--- src/rtl/des_sbox_sequencer.sv ---
// Runs the eight DES S-box lookups of one round, one per cycle, through a single shared ROM port.
// Optional feature macro SBOX_SEQ_BLK_CNT_EN adds the 16-bit BLK_CNT handshake counter output.
module des_sbox_sequencer #(
  parameter int ROM_LAT = 0
) (
  input  logic        CLK,
  input  logic        RESET_N,
  input  logic        IN_VALID,
  output logic        IN_READY,
  input  logic [47:0] DATA_IN,
  output logic        SBOX_REQ,
  output logic [2:0]  SBOX_SEL,
  output logic [5:0]  SBOX_ADDR,
  input  logic [3:0]  SBOX_DATA,
  output logic        OUT_VALID,
  input  logic        OUT_READY,
  output logic [31:0] DATA_OUT
`ifdef SBOX_SEQ_BLK_CNT_EN
  ,
  output logic [15:0] BLK_CNT
`endif
);

  typedef enum logic [1:0] {ST_IDLE, ST_LOOKUP, ST_DRAIN, ST_DONE} state_e;

  state_e      state_q, state_d;
  logic [47:0] blk_q;
  logic [2:0]  idx_q;
  logic        req_q;
  logic [2:0]  sel_q;
  logic [5:0]  addr_q;
  logic [31:0] dout_q;
  logic [5:0]  chunk [8];
  logic [2:0]  idx_nxt;
  logic        in_fire, out_fire;
  logic        cap_en;
  logic [2:0]  cap_sel;

  assign in_fire  = IN_VALID && (state_q == ST_IDLE);
  assign out_fire = OUT_READY && (state_q == ST_DONE);
  assign idx_nxt  = idx_q + 3'd1;

  always_comb begin
    for (int k = 0; k < 8; k++) chunk[k] = blk_q[47-6*k -: 6];
  end

  // NOTE: sequential state is written only with non-blocking assignments so every flop samples pre-edge values.
  always_ff @(posedge CLK or negedge RESET_N) begin
    if (!RESET_N) state_q <= ST_IDLE;
    else          state_q <= state_d;
  end

  always_comb begin
    // NOTE: default assignment first, so no path leaves state_d unassigned and no latch is inferred.
    state_d = state_q;
    case (state_q)
      ST_IDLE:   if (in_fire) state_d = ST_LOOKUP;
      ST_LOOKUP: if (idx_q == 3'd7) state_d = (ROM_LAT == 0) ? ST_DONE : ST_DRAIN;
      ST_DRAIN:  state_d = ST_DONE;
      ST_DONE:   if (out_fire) state_d = ST_IDLE;
      default:   state_d = ST_IDLE;
    endcase
  end

  always_comb begin
    IN_READY  = (state_q == ST_IDLE);
    OUT_VALID = (state_q == ST_DONE);
  end

  // Request, select and address are registered one step ahead so the ROM port never glitches.
  // NOTE: the captured block is reset along with the control flops; a mid-block reset leaves nothing stale.
  always_ff @(posedge CLK or negedge RESET_N) begin
    if (!RESET_N) begin
      blk_q  <= '0;
      idx_q  <= '0;
      req_q  <= 1'b0;
      sel_q  <= '0;
      addr_q <= '0;
    end else if (in_fire) begin
      blk_q  <= DATA_IN;
      idx_q  <= '0;
      req_q  <= 1'b1;
      sel_q  <= '0;
      addr_q <= DATA_IN[47:42];
    end else if (state_q == ST_LOOKUP) begin
      idx_q <= idx_nxt;
      if (idx_q == 3'd7) begin
        req_q <= 1'b0;
      end else begin
        sel_q  <= idx_nxt;
        addr_q <= chunk[idx_nxt];
      end
    end
  end

  generate
    if (ROM_LAT == 0) begin : g_lat0
      assign cap_en  = req_q;
      assign cap_sel = sel_q;
    end else begin : g_lat1
      logic       req_d1_q;
      logic [2:0] sel_d1_q;
      always_ff @(posedge CLK or negedge RESET_N) begin
        if (!RESET_N) begin
          req_d1_q <= 1'b0;
          sel_d1_q <= '0;
        end else begin
          req_d1_q <= req_q;
          sel_d1_q <= sel_q;
        end
      end
      assign cap_en  = req_d1_q;
      assign cap_sel = sel_d1_q;
    end
  endgenerate

  always_ff @(posedge CLK or negedge RESET_N) begin
    if (!RESET_N) begin
      dout_q <= '0;
    end else if (cap_en) begin
      for (int k = 0; k < 8; k++) begin
        if (cap_sel == 3'(k)) dout_q[31-4*k -: 4] <= SBOX_DATA;
      end
    end
  end

  assign SBOX_REQ  = req_q;
  assign SBOX_SEL  = sel_q;
  assign SBOX_ADDR = addr_q;
  assign DATA_OUT  = dout_q;

`ifdef SBOX_SEQ_BLK_CNT_EN
  logic [15:0] blk_cnt_q;
  always_ff @(posedge CLK or negedge RESET_N) begin
    if (!RESET_N)      blk_cnt_q <= '0;
    else if (out_fire) blk_cnt_q <= blk_cnt_q + 16'd1;
  end
  assign BLK_CNT = blk_cnt_q;
`else
  // Default build: no block counter.
`endif

endmodule
--- config.mk ---
export PLATFORM = sky130hd
export DESIGN_NAME = des_sbox_sequencer
export DESIGN_NICKNAME = d
export VERILOG_FILES = /design/src/rtl/des_sbox_sequencer.sv
export SDC_FILE = /design/constraint.sdc
export NUM_CORES = 1
export LEC_CHECK = 0
export BUFFER_PORTS_ARGS = -buffer_cell sky130_fd_sc_hd__buf_2
export CORE_UTILIZATION = 35
export CTS_CLUSTER_DIAMETER = 50
export DETAILED_ROUTE_END_ITERATION = 8
export GPL_ROUTABILITY_DRIVEN = 1
export PLACE_DENSITY = 0.57
export SYNTH_ARGS = -nofsm -noshare
export SYNTH_HDL_FRONTEND = slang
export SYNTH_SLANG_ARGS = --single-unit
--- constraint.sdc ---
create_clock -name CLK -period 2.13 [get_ports CLK]
set_input_delay 0.213 -clock CLK [delete_from_list [all_inputs] [get_ports CLK]]
set_output_delay 0.213 -clock CLK [all_outputs]
set_load 0.05 [all_outputs]
==> summary.md <==
| Metric | Value |
|---|---|
| Outcome | `complete, but fails checks` |
| Failing checks | `design-rule violations` |
| Final Cell Area | `0.005200 mm2` |
| Initial core utilization | `36.49%` |
| Arr. time, crit path | `2.11 ns` |
| R2R depth | `6` |
| Worst r2r dst | `SBOX_ADDR[4]` |
| Share of layout cells above drive strength 1 | `between 30% and 40%` |
| Clk Latency, worst-skew pair | `0.34 ns` |
| Drt wl/cell | `14.42 um` |
| Post-route clock period utilization | `between 80 and 90%` |
| Commonest non-fill, non-tap cell in the layout | `nand2_1` |
| CP Class | `reg -> reg` |
| Vias | `around 3100` |
| WP data required | `roughly 2.4 ns` |
| First-pass GRT wire length | `between 15000 and 20000 um` |
| Synth Instances | `a little over 400` |
| Die X-Extent | `around 110 um` |
| Reg2Reg Setup Slack | `0.28 ns` |
| Total GRT Usage | `16.47%` |
| Vias in the first global route | `roughly 3200` |
| Register bit total from synthesis | `between 90 and 100` |
| Hold Fails Final Rpt | `0` |
| Slew Viols, Final | `0` |
| Min Tclk post-route | `1.846 ns` |
| TritonCTS clock tree | `done` |
| Buffers added on ports | `about 100` |
| Post-DP HPWL | `around 7000 um` |
| Commonest non-fill, non-tap cells in the layout | `156 x nand2_1, 98 x buf_2, 95 x dfrtp_1, 38 x mux2_2, 20 x mux2i_1` |
| Final GP Congestion | `roughly 0.8` |
| DP Area | `0.004878 mm2` |
| CTS sink count | `95` |
| Detailed Routing Iterations Pass 1 | `8` |
| Synth cell types | `30` |
| DR iter-0 viols | `151` |
| Max Freq | `about 540 MHz` |
| Cell leakage power | `~2.6 nW` |
| Setup TNS | `0 ns` |
| Post-synth EDFFs | `0` |
| Final WL | `between 9000 and 10000 um` |
| Post-CTS setup buffers | `0` |
| Antenna viol nets, final | `0` |
| Grt total ovfl | `0` |
| Total Nets Final | `around 570` |
| Power per Cell Area | `1850 mW/mm2` |
| Synthesized Nets | `about 470` |
| Total of max-cap violations | `0` |
| Synth Cell Area | `0.004220 mm2` |
| Crit path max fanout | `12` |
| HP Start | `DATA_IN[39]` |
| Ys async rst share | `100.0%` |
| Fin util | `44.96%` |
| Largest net degree at the start of global routing | `45` |
| Sequential share of the synthesized area | `a little under three fifths` |
| Worst Tran Pin Value | `0.4946 ns` |
| Max-slew headroom | `67.02%` |
| Layout area overhead | `23.21%` |
| CTS Buffer Depth | `2` |
| Startpoint Class | `register` |
| RSZ-0062 raised after global routing | `no` |
| Row count | `39` |
| CTS Hold Bufs | `1` |
| Hold Crit Endpoint | `blk_q[39]` |
| Main synth FF type | `dfrtp_1` |
| Peak supply drop | `around 0.00072 V` |
| Initial antenna violation count | `0` |
| IO Count | `100` |
| Cts repair resizes | `0` |
| Die H | `between 100 and 150 um` |
| Post-detailed-route via-to-cell ratio | `4.773` |
| Worst Hold Path Cells | `3` |
| Clock Pin Slew Worst Setup and Hold Paths | `around 0.060 ns` |
| Setup violations, final | `0` |
| Worst hold path type | `in -> reg` |
| Total CTS buffers | `9` |
| Core area | `about 0.012 mm2` |
| Reg2reg start | `idx_q[0]` |
| Yosys Warn Count | `0` |
| Crit end category | `register` |
| Min Hold Slack | `between 0.05 and 0.06 ns` |
| DRC Markers | `20` |
| Final clock skew | `0.004665 ns` |
| Die footprint | `around 0.013 mm2` |
| Total power | `about 9.6 mW` |
| Syn Area/Cell | `~10 um2` |
| H-tree levels | `3` |
| Clock root buffer | `clkbuf_16` |
## power breakdown
| part | internal [mW] | leakage, nW | total (mW) | switching, mW |
|---|---|---|---|---|
| clock | 0.972 | 0.152 | 1.65 | 0.675 |
| combinational | 1.60 | 1.33 | 4.77 | 3.16 |
| sequential | 2.68 | 1.16 | 3.21 | 0.523 |
| total | 5.26 | 2.64 | 9.62 | 4.36 |
## sequential cells by signal, indices dropped and copies added (netlist names)
signal     count
SBOX_SEL       3
state_q        2
SBOX_ADDR      6
idx_q          3
DATA_OUT      32
SBOX_REQ       1
blk_q         48
## critical path, cell delays in order, from the launching register on
cell and delay [ns]:
dfrtp_1 0.38, ha_1 0.20, ha_1 0.38, a21bo_4 0.30, o32ai_1 0.31, nor2_1 0.07
a21oi_1 0.12
## cells in the mapped netlist, types with 2 or more instances
| master | count | area (um2) |
|---|---|---|
| nor3_1 | 2 | 10.01 |
| o22ai_1 | 6 | 37.54 |
| nor3b_1 | 6 | 45.04 |
| dfrtp_1 | 95 | 2377 |
| o32ai_1 | 5 | 43.79 |
| nor3_2 | 3 | 30.03 |
| buf_6 | 2 | 22.52 |
| mux2_2 | 38 | 427.9 |
| buf_1 | 8 | 30.03 |
| buf_2 | 6 | 30.03 |
| mux2i_1 | 20 | 200.2 |
| nand4b_1 | 3 | 26.28 |
| a21oi_1 | 15 | 75.07 |
| ha_1 | 6 | 75.07 |
| inv_1 | 4 | 15.01 |
| nor3b_2 | 2 | 25.02 |
| nand2_1 | 156 | 585.6 |
| nand2b_1 | 3 | 18.77 |
| clkbuf_1 | 2 | 7.510 |
| nor2_1 | 12 | 45.04 |
| buf_4 | 2 | 15.01 |
## per-stage QoR
step           cells  worst slack (ns)
2_1_floorplan    405            0.2755
4_1_cts          652            0.2860
3_5_place_dp     635            0.3126
3_3_place_gp     635            0.3849
6_report         653            0.2845
5_1_grt          652            0.1382
## area by class of cell
type                            count  area (um2)
Antenna cell                        1       2.502
Fill cell                        1126        6365
Clock buffer                       11       252.7
Inverter                            4       15.01
Tap cell                          143       178.9
Sequential cell                    95        2377
Clock inverter                      5       56.30
Multi-Input combinational cell    286        1724
Timing Repair Buffer              108       593.1
## per-layer routing
metal  vias up  global-route usage [%]  share of wire, %
li1       1538                       -                 -
met3        11                   3.865               6.1
met1      1478                   21.84                46
met4         0                   5.946               1.5
met2        90                   26.34                46
met5         -                       0                 0
## worst max path at each step
stage	start	to	slack, ns	depth (start not counted)
final	idx_q[0]	SBOX_ADDR[4]	0.28	6
after global routing	idx_q[0]	SBOX_ADDR[0]	0.14	6
after CTS	idx_q[0]	SBOX_ADDR[4]	0.29	6
after detailed placement	idx_q[0]	SBOX_ADDR[4]	0.31	6
after global placement	idx_q[0]	SBOX_ADDR[5]	0.38	6
after floorplan	state_q[0]	SBOX_SEL[0]	0.28	6
## cell families (layout without fill, tap and decap cells)
| group | after synthesis | after routing | share of synthesized area, % |
|---|---|---|---|
| flip-flops | 95 | 95 | 56.33 |
| buffers and inverters | 24 | 128 | 2.846 |
| AND/OR/NAND/NOR | 191 | 191 | 19.21 |
| adder cells (fa/ha/maj) | 6 | 6 | 1.779 |
| XOR/XNOR | 1 | 1 | 0.2076 |
| AO/OA/AOI/OAI | 30 | 30 | 4.744 |
| other | 0 | 1 | 0 |
| multiplexers | 58 | 58 | 14.88 |
Power figures use the tool's default switching activity.
